`config.mk`:
```
export PLATFORM = sky130hd
export DESIGN_NAME = iter_divider
export DESIGN_NICKNAME = d
export VERILOG_FILES = /design/src/rtl/iter_divider.sv
export SDC_FILE = /design/constraint.sdc
export NUM_CORES = 1
export LEC_CHECK = 0
export CAP_MARGIN = 20
export CELL_PAD_IN_SITES_DETAIL_PLACEMENT = 0
export CELL_PAD_IN_SITES_GLOBAL_PLACEMENT = 2
export CORE_MARGIN = 2
export CORE_UTILIZATION = 33
export CTS_BUF_LIST = sky130_fd_sc_hd__clkbuf_16
export CTS_CLUSTER_DIAMETER = 150
export DETAILED_ROUTE_END_ITERATION = 12
export PLACE_DENSITY = 0.85
export SLEW_MARGIN = 25
export SYNTH_ARGS = -nofsm -noshare
export SYNTH_HDL_FRONTEND = slang
export SYNTH_SLANG_ARGS = --single-unit
```
`constraint.sdc`:
```
create_clock -name clk -period 5.8 [get_ports clk]
set_input_delay 0.58 -clock clk [delete_from_list [all_inputs] [get_ports clk]]
set_output_delay 0.58 -clock clk [all_outputs]
set_load 0.02 [all_outputs]
```
`src/rtl/iter_divider.sv`:
```
// Iterative radix-2 restoring divider, 32-bit, signed and unsigned.
// Produces {quotient, remainder} 35 cycles after operand acceptance.
// Optional feature: define DIV_FLUSH_EN to add the flush abort port.
module iter_divider (
  input  logic        clk,
  input  logic        resetn,
  input  logic        in_valid,
  output logic        in_ready,
  input  logic        in_signed,
  input  logic [31:0] dividend,
  input  logic [31:0] divisor,
`ifdef DIV_FLUSH_EN
  input  logic        flush,
`endif
  output logic        dout_valid,
  input  logic        dout_ready,
  output logic [63:0] dout,
  output logic        busy
);

  localparam int DATA_W = 32;

  typedef enum logic [2:0] {S_IDLE, S_PREP, S_ITER, S_POST, S_DONE} state_t;

  state_t state, state_nxt;
  logic   abort;

  logic [4:0] cnt;

  // Operand registers as accepted; kept intact so a zero divisor can return
  // the original dividend as the remainder.
  logic signed [DATA_W-1:0] opa;
  logic signed [DATA_W-1:0] opb;
  logic                     sgn;

  // qr starts as |dividend| and is shifted left each iteration, its vacated
  // LSBs collecting quotient bits, so after 32 steps it holds |quotient|.
  logic [DATA_W-1:0] qr;
  logic [DATA_W-1:0] dvs_mag;
  logic [DATA_W:0]   rem;
  logic              q_neg;
  logic              r_neg;

  logic [DATA_W:0]          shifted;
  logic signed [DATA_W+1:0] trial;
  logic [DATA_W-1:0]        q_res;
  logic [DATA_W-1:0]        r_res;

`ifdef DIV_FLUSH_EN
  assign abort = flush;
`else
  assign abort = 1'b0;
`endif

  // Magnitude of a two's complement value; 0x80000000 maps to itself, which
  // is the correct unsigned magnitude.
  function automatic logic [DATA_W-1:0] mag(input logic signed [DATA_W-1:0] v,
                                            input logic                     en);
    if (en && v[DATA_W-1]) mag = unsigned'(-v);
    else                   mag = unsigned'(v);
  endfunction

  // Conditional two's complement negation used to restore result signs.
  function automatic logic [DATA_W-1:0] apply_sign(input logic [DATA_W-1:0] m,
                                                   input logic              neg);
    if (neg) apply_sign = (~m) + DATA_W'(1);
    else     apply_sign = m;
  endfunction

  // State register.
  always_ff @(posedge clk or negedge resetn) begin
    if (!resetn) state <= S_IDLE;
    else         state <= state_nxt;
  end

  // Next-state logic and handshake outputs; abort overrides every state.
  always_comb begin
    state_nxt  = state;
    in_ready   = 1'b0;
    dout_valid = 1'b0;
    busy       = 1'b1;
    case (state)
      S_IDLE: begin
        in_ready = 1'b1;
        busy     = 1'b0;
        if (in_valid) state_nxt = S_PREP;
      end
      S_PREP: state_nxt = S_ITER;
      S_ITER: if (cnt == 5'd31) state_nxt = S_POST;
      S_POST: state_nxt = S_DONE;
      S_DONE: begin
        dout_valid = 1'b1;
        if (dout_ready) state_nxt = S_IDLE;
      end
      default: state_nxt = S_IDLE;
    endcase
    if (abort) state_nxt = S_IDLE;
  end

  // One restoring step: shift in the next dividend bit and trial-subtract.
  always_comb begin
    shifted = {rem[DATA_W-1:0], qr[DATA_W-1]};
    trial   = $signed({1'b0, shifted}) - $signed({2'b00, dvs_mag});
  end

  // Sign fix-up; a zero divisor bypasses it and forces all-ones / dividend.
  always_comb begin
    if (opb == '0) begin
      q_res = '1;
      r_res = unsigned'(opa);
    end else begin
      q_res = apply_sign(qr, q_neg);
      r_res = apply_sign(rem[DATA_W-1:0], r_neg && (rem != '0));
    end
  end

  // Iteration counter and result register.
  always_ff @(posedge clk or negedge resetn) begin
    if (!resetn) begin
      cnt  <= '0;
      dout <= '0;
    end else begin
      if (state == S_PREP)      cnt <= '0;
      else if (state == S_ITER) cnt <= cnt + 5'd1;
      if (state == S_POST && !abort) dout <= {q_res, r_res};
    end
  end

  // Datapath registers: operand capture, magnitude prep, restoring iteration.
  always_ff @(posedge clk) begin
    case (state)
      S_IDLE: begin
        if (in_valid) begin
          opa <= dividend;
          opb <= divisor;
          sgn <= in_signed;
        end
      end
      S_PREP: begin
        qr      <= mag(opa, sgn);
        dvs_mag <= mag(opb, sgn);
        q_neg   <= sgn & (opa[DATA_W-1] ^ opb[DATA_W-1]);
        r_neg   <= sgn & opa[DATA_W-1];
        rem     <= '0;
      end
      S_ITER: begin
        qr  <= {qr[DATA_W-2:0], ~trial[DATA_W+1]};
        rem <= trial[DATA_W+1] ? shifted : unsigned'(trial[DATA_W:0]);
      end
      default: ;
    endcase
  end

endmodule
```
==> impl_metrics.yaml <==
outcome:
  outcome: "finished, final reports clean"
clock_tree:
  cts_buffers: 29
  htreeDepth: 1
  cts_tree: "done"
  cts_resized: 0
  root_buffer: "clkbuf_16"
  clock_latency_ns: 0.57
  clk_pin_slew_ns: 0.06
  cts_hold_buf: 0
  cts_setup_buffers: 0
  clock-sinks: 236
  cts_buffer_depth: 3
sta:
  rsz0062_at_grt: "false"
  fin_hold_ws_ns: 0.0345
  setup_violations: 0
  fin_setup_tns_ns: 0
  finalCritPeriodShare_pct: 66.4
  timing.fmax_mhz: 260
  setup_ws_ns: 1.95
  post-route-min-period_ns: 3.85
  worst_pin_slew_ns: 0.993
  hold_violations: 0
  clock_skew_ns: 0.0180
  slew_headroom_pct: 33.6
  final_max_slew_viol_count: 0
layout:
  fin_util_pct: 40.2
  antenna_cells: 0
  drive_gt1_share_pct: 4.63
  area_delta_synth_final_pct: 20.7
  finalNetCount: 1532
  final_cell_mix: "164 x edfxtp_1, 135 x nor2_1, 134 x clkdlybuf4s50_1"
  layout_commonest_cell: "edfxtp_1"
detailed_routing:
  vias_per_cell: 4.92
  drt_drc_violations_left: 0
  antenna_left: 0
  wl_um: 33600
  num_vias: 9699
  drt_iter0_markers: 538
  drt_pass1_iterations: 5
  wl_per_cell_um: 17.1
global_routing:
  antenna_found_initial: 0
  grt_usage_pct: 16.2
  grt_pass1_wl_um: 53100
  grt_max_degree: 73
  grt_pass1_vias: 9445
  grt_overflow: 0
critical_path:
  cp-start-kind: "flip-flop"
  critical_path_peak_fanout: 25
  crit_required_ns: 6.09
  cpPeakStageDelay_ns: 0.75
  crit_type: "reg2reg"
  crit_chain: "ha_1 -> and4_1 -> and3_1 -> o21ai_1 -> nand3_1 -> a2111oi_0 -> o21a_1 -> o21ai_4 -> buf_4 -> mux2i_1 -> nor2_1"
  critical_path_arrival_ns: 4.15
  ff2ff_path_depth: 11
  worstSetupEndpointType: "flip-flop"
  cpMaxStageDelayCell: "a2111oi_0"
synth:
  yosysWarnings: 0
  syn_area_um2: 13200
  syn_inst: 1312
  ys_ff_latch: 236
  synth_edf_count: 164
  syn_area_per_cell_um2: 10.0
  synth_cell_types: 66
  ys_seq_area_share_pct: 51.1
  synth-async-reset-ratio_pct: 30.5
  synth.net_count: 1420
  synthFlopType: "edfxtp_1"
flow_run:
  cap_violations: 0
place:
  portBuffers: 135
  post-place-ws_ns: 1.83
  gp_congestion: 0.841
  dpl.hpwl_um: 25100
min_path:
  hold_class: "in2async"
floorplan:
  core_um2: 39500
  die_area_um2: 41500
  die_y_um: 204
  die_w_um: 204
  initial_core_util_pct: 33.3
  rows: 73
  ioPinCount: 136
pwr:
  p_per_area_nw_per_um2: 606
  cellLeakagePower_uw: 0.00616
  ir_drop_uv: 273
  total_power_uw: 9630
worst max-delay path: cells and delay by family, from the launching register on:
kind | cells | cell delay [ns]
AO/OA/AOI/OAI | 4 | 1.43
adder cells (fa/ha/maj) | 1 | 0.42
buffers and inverters | 1 | 0.32
flip-flops | 1 | 0.51
multiplexers | 1 | 0.17
AND/OR/NAND/NOR | 4 | 0.72
power breakdown:
part           switching (uW)  internal (uW)
logic                    2600           1820
registers                 714           2740
clock network             721           1040
total                    4040           5600
final timing paths:
check,startpoint,to,slack (ns)
min in group clk,dout[13]$_DFFE_PN0P_,dout[13]$_DFFE_PN0P_,0.49
max in group asynchronous,resetn,dout[4]$_DFFE_PN0P_,5.28
hold reg to reg,dout[13]$_DFFE_PN0P_,dout[13]$_DFFE_PN0P_,0.49
hold / removal,resetn,dout[61]$_DFFE_PN0P_,0.03
setup / recovery,rem[7]$_SDFFCE_PN0P_,rem[6]$_SDFFCE_PN0P_,1.95
setup reg to reg,rem[7]$_SDFFCE_PN0P_,rem[6]$_SDFFCE_PN0P_,1.95
per-layer routing:
layer | wire [um] | vias to the layer above | track usage [%]
li1 | - | 4928 | -
met3 | 1220 | 45 | 2.38
met2 | 16000 | 179 | 27.2
met5 | 0 | - | 0
met4 | 724 | 0 | 3.52
met1 | 15800 | 4547 | 22.3
logic make-up after synthesis:
family,share of synthesized area [%]
compound gates,15.4
flops,51.1
xor+xnor,9.65
mux,1.90
buf+inv,4.07
fa+ha+maj,3.76
simple gates,14.1
cells in the mapped netlist (5+ instances only):
cell,instances,area share [%]
a211oi_1,8,0.46
xnor2_1,56,3.7
mux2i_1,25,1.9
a21o_1,15,0.86
nor4_1,14,0.67
buf_2,5,0.19
o21ai_0,68,2.6
o21a_1,6,0.34
and3_1,5,0.24
nand2b_1,7,0.33
nor2_1,135,3.8
nor2b_1,6,0.29
nand2_1,132,3.8
edfxtp_1,164,37
o21bai_1,5,0.29
inv_1,65,1.9
xor2_1,89,5.9
a31oi_1,27,1.3
dfrtp_1,72,14
nor3_1,16,0.61
buf_6,7,0.60
nand3_1,20,0.76
ha_1,38,3.6
or4_1,9,0.51
o21ai_1,40,1.5
o31ai_1,29,1.7
a21oi_1,106,4.0
and2_1,12,0.57
clkbuf_1,45,1.3
or3_1,14,0.67
nand4_1,8,0.38
o41ai_1,9,0.60
final cells by class:
| type | instances | area [um2] |
|---|---|---|
| clock buffers | 29 | 726 |
| clock inverters | 25 | 205 |
| fillers | 3898 | 23700 |
| inverters | 65 | 244 |
| multi-input cells | 950 | 5930 |
| flip-flops and latches | 236 | 6730 |
| well taps | 525 | 657 |
| repair buffers | 142 | 1410 |
metrics by stage:
| stage | std cells | area, um2 |
|---|---|---|
| floorplan | 1312 | 13200 |
| global placement | 1918 | 15000 |
| detailed placement | 1918 | 15000 |
| CTS | 1972 | 15900 |
| global route | 1972 | 15900 |
| finish | 1972 | 15900 |
state kept, by name, summed over array words and instances, names as in the netlist, 3 cells and up:
signal	flops
cnt	5
dout	64
dvs_mag	32
opa	32
opb	32
qr	32
rem	33
state	3
Power figures use the tool's default switching activity.
